**src/rtl/ram_arbiter.sv**
```systemverilog
// Round-robin arbiter sharing one single-ported RAM between instruction fetch (port 0)
// and data load/store (port 1); one transaction in flight, fixed IDLE/ISSUE/RESP sequence.
module ram_arbiter #(
    parameter int unsigned DATA_W    = 32,
    parameter int unsigned ADDR_W    = 32,
    parameter int unsigned MEM_WORDS = 1048576
) (
    input  logic              clk,
    input  logic              rst_n,
    input  logic              req0_i,
    input  logic              we0_i,
    input  logic [ADDR_W-1:0] addr0_i,
    input  logic [DATA_W-1:0] wdata0_i,
    output logic              gnt0_o,
    output logic              done0_o,
    output logic              err0_o,
    output logic [DATA_W-1:0] rdata0_o,
    input  logic              req1_i,
    input  logic              we1_i,
    input  logic [ADDR_W-1:0] addr1_i,
    input  logic [DATA_W-1:0] wdata1_i,
    output logic              gnt1_o,
    output logic              done1_o,
    output logic              err1_o,
    output logic [DATA_W-1:0] rdata1_o,
    output logic              ram_load_o,
    output logic              ram_save_o,
    output logic [ADDR_W-1:0] ram_addr_o,
    output logic [DATA_W-1:0] ram_wdata_o,
    input  logic [DATA_W-1:0] ram_rdata_i,
    output logic              busy_o
);

    typedef enum logic [1:0] {StIdle, StIssue, StResp} state_e;

    state_e            state_q, state_d;
    logic              last_q, last_d;
    logic              owner_q, owner_d;
    logic              we_q, we_d;
    logic              bad_q, bad_d;
    logic [ADDR_W-1:0] addr_q, addr_d;
    logic [DATA_W-1:0] wdata_q, wdata_d;

    logic              win1;
    logic              sel_we;
    logic [ADDR_W-1:0] sel_addr;
    logic [DATA_W-1:0] sel_wdata;
    logic              sel_bad;

    // Port 1 wins when alone, or under contention when port 0 was served last.
    assign win1      = req1_i & (~req0_i | ~last_q);
    assign sel_we    = win1 ? we1_i    : we0_i;
    assign sel_addr  = win1 ? addr1_i  : addr0_i;
    assign sel_wdata = win1 ? wdata1_i : wdata0_i;
    assign sel_bad   = 64'(sel_addr) >= 64'(MEM_WORDS);

    always_comb begin
        state_d = state_q;
        last_d  = last_q;
        owner_d = owner_q;
        we_d    = we_q;
        bad_d   = bad_q;
        addr_d  = addr_q;
        wdata_d = wdata_q;
        unique case (state_q)
            StIdle: begin
                if (req0_i | req1_i) begin
                    state_d = StIssue;
                    owner_d = win1;
                    last_d  = win1;
                    we_d    = sel_we;
                    bad_d   = sel_bad;
                    addr_d  = sel_addr;
                    wdata_d = sel_wdata;
                end
            end
            StIssue: state_d = StResp;
            StResp:  state_d = StIdle;
            default: state_d = StIdle;
        endcase
    end

    always_ff @(posedge clk or negedge rst_n) begin
        if (!rst_n) begin
            state_q <= StIdle;
            last_q  <= 1'b1;
            owner_q <= 1'b0;
            we_q    <= 1'b0;
            bad_q   <= 1'b0;
            addr_q  <= '0;
            wdata_q <= '0;
        end else begin
            state_q <= state_d;
            last_q  <= last_d;
            owner_q <= owner_d;
            we_q    <= we_d;
            bad_q   <= bad_d;
            addr_q  <= addr_d;
            wdata_q <= wdata_d;
        end
    end

    logic issue, resp, rd_ok;

    assign issue = (state_q == StIssue);
    assign resp  = (state_q == StResp);
    assign rd_ok = resp & ~we_q & ~bad_q;

    assign gnt0_o  = issue & ~owner_q;
    assign gnt1_o  = issue & owner_q;
    assign done0_o = resp & ~owner_q;
    assign done1_o = resp & owner_q;
    assign err0_o  = resp & ~owner_q & bad_q;
    assign err1_o  = resp & owner_q & bad_q;

    // Read data is the only output with a path from an input.
    assign rdata0_o = (rd_ok & ~owner_q) ? ram_rdata_i : '0;
    assign rdata1_o = (rd_ok & owner_q) ? ram_rdata_i : '0;

    assign ram_load_o  = issue & ~we_q & ~bad_q;
    assign ram_save_o  = issue & we_q & ~bad_q;
    assign ram_addr_o  = addr_q;
    assign ram_wdata_o = wdata_q;
    assign busy_o      = issue | resp;

endmodule

```
**config.mk**
```make
export PLATFORM = sky130hd
export DESIGN_NAME = ram_arbiter
export DESIGN_NICKNAME = d
export VERILOG_FILES = /design/src/rtl/ram_arbiter.sv
export SDC_FILE = /design/constraint.sdc
export NUM_CORES = 1
export LEC_CHECK = 0
export CAP_MARGIN = 20
export CORE_AREA = 2 2 117 119
export DETAILED_ROUTE_END_ITERATION = 10
export DIE_AREA = 0 0 119 121
export PLACE_DENSITY = 0.72
export SLEW_MARGIN = 20
export SYNTH_ARGS = -nofsm -noshare
export SYNTH_HDL_FRONTEND = slang
export SYNTH_SLANG_ARGS = --single-unit
```
**constraint.sdc**
```tcl
create_clock -name clk -period 1.9 [get_ports clk]
set_input_delay 0.38 -clock clk [delete_from_list [all_inputs] [get_ports clk]]
set_output_delay 0.38 -clock clk [all_outputs]
set_load 0.02 [all_outputs]
```
**After elaboration in Yosys (flattened, before gate mapping)**

Index checks and enable logic that the tools add are counted.

- $lt $le $gt $ge: 1
- Equal/unequal tests: 3
- Multiplexer cells: 7
- Bitwise logic cells: 23
- Reduce and logical (&&, ||, !) cells: 2

Operator list:

| cell | number |
|---|---|
| two-way mux 32 bit | 4 |
| greater-or-equal comparator 32 x 21 -> 1 bit, second input constant | 1 |
| AND 1 bit | 15 |
| inverter 1 bit | 5 |
| case mux 2 bit (2 select lines) | 1 |
| bitwise OR 1 bit | 3 |
| equality test 2 x 1 -> 1 bit, second input constant | 1 |
| equality test 2 bit, second input constant | 1 |
| zero test 2 bit | 1 |
| two-way mux 2 bit | 1 |
| inequality test 2 bit, second input constant | 1 |
| AND reduction 2 bit | 1 |
| two-way mux 1 bit | 1 |

- Register bits: 70
- Bits of input ports: 166
- Output and inout port bits: 137
- Logic and storage cells: 43

**Depth between registers and ports, before layout**

- Depth after elaboration: 5
- Gate-level depth with buffers: 7
- Gate-level depth less buffers: 5

**Least setup slack after synthesis**

No wires, ideal clock.

- Path kind: reg-to-output
- Start point: register state_q[0]
- End point: output rdata0_o[10]
- Data arrival time: 1,789 ps
- Required time: 1,520 ps
- Path slack: -269 ps
- Stages on the path, launching flop included: 7
- Buffers on the path: 1
- Path through: dfrtp_1 -> inv_1 -> ha_1 -> nor2b_1 -> nor3b_2 -> clkbuf_1 -> and2_1

- Longest elaborated chain between the ends: 5

RTL lines:

| what | line | RTL |
|---|---|---|
| from (decl) | 36 | `state_e state_q, state_d;` |
| from (signal assigned) | 85 | `state_q <= StIdle;` |
| from (signal assigned) | 93 | `state_q <= state_d;` |
| equality test 2 bit | 106 | `assign resp = (state_q == StResp);` |
| AND 1 bit (2 in a row) | 107 | `assign rd_ok = resp & ~we_q & ~bad_q;` |
| AND 1 bit | 117 | `assign rdata0_o = (rd_ok & ~owner_q) ? ram_rdata_i : '0;` |
| two-way mux 32 bit | 117 |  |
| to (decl) | 17 | `output logic [DATA_W-1:0] rdata0_o,` |

No other way between the ends.

**Worst setup path after layout**

- Start point: register state_q[0]
- End point: output rdata1_o[3]

- Longest elaborated chain between the ends: 5

RTL lines:

| what | line | RTL |
|---|---|---|
| equality test 2 bit | 106 |  |
| AND 1 bit (2 in a row) | 107 |  |
| AND 1 bit | 118 | `assign rdata1_o = (rd_ok & owner_q) ? ram_rdata_i : '0;` |
| two-way mux 32 bit | 118 |  |
| to (decl) | 25 | `output logic [DATA_W-1:0] rdata1_o,` |

No other way between the ends.

==> results.toml <==
[run_status]
outcome = "finished with violations"
violations = "setup timing"

[timing]
layout_setup_ws_ns = -0.289
whs_ns = 0.00242
slew_viol_final = 0
max_freq_mhz = 457
setup_violations = 65
rsz0062_at_grt = "yes"
min_period_over_period_pct = 115
worst_pin_slew_ns = 0.452
post-route-min-period_ns = 2.19
slew_headroom_pct = 69.8
hold_viol_final = 0
skew_ns = 0.00784

[critical_path]
r2r_slack_ns = 0.18
cp.arrival_ns = 1.81
critical_path.endpoint_type = "primary output"
critPathLaunchType = "flip-flop"
critPathRequiredTime_ns = 1.52
reg2reg_depth = 7
critical_path_class = "reg2out"
cp_max_fo = 6

[grt]
grt_max_degree = 46
grt-ovfl-total = 0
grt_pass1_vias = 4249
grt_pass1_wl_mm = 22.3
antenna_found_initial = 0
grtUsageTotal_pct = 20.0

[logic_synthesis]
synth_top_area_share_pct = 45.4
ys_types = 26
synth_top_area_cell = "dfrtp_1"
synthAdderAreaFrac_pct = 1.32
synth-compound-area-share_pct = 10.0
syn_inst = 395
syn-cell-area_um2 = 3800
syn_area_per_cell_um2 = 9.62
ys_seq_elements = 70
synthMuxAreaShare_pct = 17.1
yosys-top-cells-area = "dfrtp_1 45%, mux2i_1 17%, and2_1 11%"
yosys.area_share.simple_pct = 21.2
synth_top_family_by_area = "simple AND/OR/NAND/NOR gates"
synth_xor_area_share_pct = 0
ys_warn_count = 0
synth_nets = 565
yosysSeqAreaShare_pct = 46.1

[floorplanning]
placementRows = 42
dieArea_um2 = 14400
die_w_um = 119
io_pins = 303
start_util_pct = 29.0
core-area_um2 = 13100
die_y_um = 121

[min_path]
min_path_type = "in2async"

[clocking]
numCtsBuffers = 9
cts.sinks = 70
clk_pin_slew_ns = 0.05
cts-htree-levels = 3
tritoncts = "yes"
cts-root-buf = "clkbuf_16"
max-clock-path-buffers = 2
insertion_delay_ns = 0.33

[placed_design]
gp_congestion = 0.888
place.detailed.hpwl_mm = 11.6
place.port_buffers = 302

[power]
peakVddDrop_uv = 664
seq_power_share_pct = 29.7
fin_total_pwr_mw = 8.91
p_leak_nw = 3.51
swShare_pct = 38.9
p_sw_mw = 3.47
p_per_area_nw_per_um2 = 1140
combPwrFrac_pct = 53.9
p_int_mw = 5.45
clockPowerShare_pct = 16.4

[finish]
diodes = 0
area.growth.synth_to_final_pct = 107
fin_nets = 890
drive_above_1_share_pct = 27.9

[detailed_routing]
drc = 0
drt_wl_total_mm = 14.8
vias_per_cell = 4.55
vias = 4099
dr.pass1.iters = 4
postRouteAntennaNets = 0
wl_per_cell_um = 16.5
initialDrtViolationCount = 89

[job]
cap_violations = 0
per-stage QoR:
stage / utilization [%] / TNS, ns / cell area, um2 / setup WS [ns] / std cells
final: 60.0 / -16.27 / 7850 / -0.289 / 900
after global placement: 55.7 / -22.27 / 7290 / -0.391 / 872
after CTS: 59.9 / -16.62 / 7840 / -0.289 / 899
after floorplan: - / -0.132 / 3890 / -0.00662 / 395
after global routing: 60.0 / -22.64 / 7850 / -0.390 / 900
after detailed placement: 55.7 / -25.01 / 7290 / -0.435 / 872
power groups by stage:
| stage | Clock [mW] | Combinational [mW] | Sequential, mW |
|---|---|---|---|
| after detailed placement | 0 | 4.85 | 2.67 |
| after CTS | 1.51 | 4.87 | 2.66 |
| final | 1.46 | 4.81 | 2.65 |
| after floorplan | 0 | 1.50 | 3.46 |
| after global routing | 1.57 | 5.19 | 2.76 |
| after global placement | 0 | 4.77 | 2.62 |
cells by family after synthesis:
family                   count (synthesis)
AND/OR/NAND/NOR                        155
flip-flops                              70
AO/OA/AOI/OAI                           72
buffers and inverters                   29
multiplexers                            65
adder cells (fa/ha/maj)                  4
critical path: stages (launching register included):
cell     delay, ns
dfrtp_1       0.38
inv_2         0.08
ha_4          0.13
and2_4        0.13
nor3b_4       0.22
buf_6         0.16
buf_6         0.12
and2_4        0.14
buf_6         0.11
routing by layer:
| layer | share of wire (%) | track usage [%] | vias up | routed length [um] |
|---|---|---|---|---|
| li1 | - | - | 1985 | - |
| met1 | 34 | 19.7 | 1911 | 5080 |
| met2 | 56 | 39.3 | 175 | 8250 |
| met3 | 7.0 | 5.59 | 28 | 1040 |
| met4 | 2.9 | 7.81 | 0 | 436 |
| met5 | 0 | 0 | - | 0 |
worst paths after layout:
check                                            from                    endpoint
max                            state_q[0]$_DFFE_PN0P_                 rdata1_o[3]
min                                             rst_n  ram_addr_o[19]$_DFFE_PN0P_
max reg2reg                    state_q[0]$_DFFE_PN0P_         owner_q$_DFFE_PN0P_
min reg2reg                ram_addr_o[27]$_DFFE_PN0P_  ram_addr_o[27]$_DFFE_PN0P_
max in group asynchronous                       rst_n          last_q$_DFFE_PN1P_
min in group clk           ram_addr_o[27]$_DFFE_PN0P_  ram_addr_o[27]$_DFFE_PN0P_
layout make-up:
cell class | instances | area, um2
clock buffer | 11 | 233
timing repair buffer | 341 | 3500
fill | 1110 | 5240
sequential | 70 | 1750
clock inverter | 4 | 25.0
multi-input combinational | 296 | 2110
inverter | 2 | 7.51
tap | 176 | 220
synthesized netlist by cell type:
cell       n
clkbuf_2   1
buf_6      4
nand2_1   70
nor3b_2    2
a311oi_1   1
and3_1     2
dfrtp_1   69
o21ai_0   38
clkbuf_4   1
buf_2      8
a22o_1     2
inv_1      2
a21boi_0   1
clkbuf_1  11
nor2b_1    4
mux2i_1   65
dfstp_2    1
or4_1      1
buf_4      2
and2_1    67
a21boi_2   1
nor4_1     6
ha_1       4
nor2_1     2
nor3b_1    1
o21ai_1   29
cells in the final DEF, fill, tap and decap left out, drive strengths merged, types with 3 or more instances in the layout:
cell type | netlist | routed
nor4 | 6 | 6
nand2 | 70 | 70
nor2b | 4 | 4
nor3b | 3 | 3
buf | 14 | 108
o21ai | 67 | 67
dfrtp | 69 | 69
ha | 4 | 4
mux2i | 65 | 65
and2 | 67 | 67
clkdlybuf4s50 | 0 | 228
clkbuf | 13 | 16
state kept, by name, summed over array words and instances (netlist names):
register	count
last_q	1
bad_q	1
ram_addr_o	32
owner_q	1
state_q	2
we_q	1
ram_wdata_o	32
timing repair:
action | 4_1_cts | 5_1_grt
setup buffers | 6 | 3
pin swaps | 27 | 2
hold buffers | 0 | 0
resized for setup | 463 | 33
cloned | 6 | 1
endpoints found under the setup margin | 73 | 72
No activity file was read; power rests on OpenSTA's default activity.
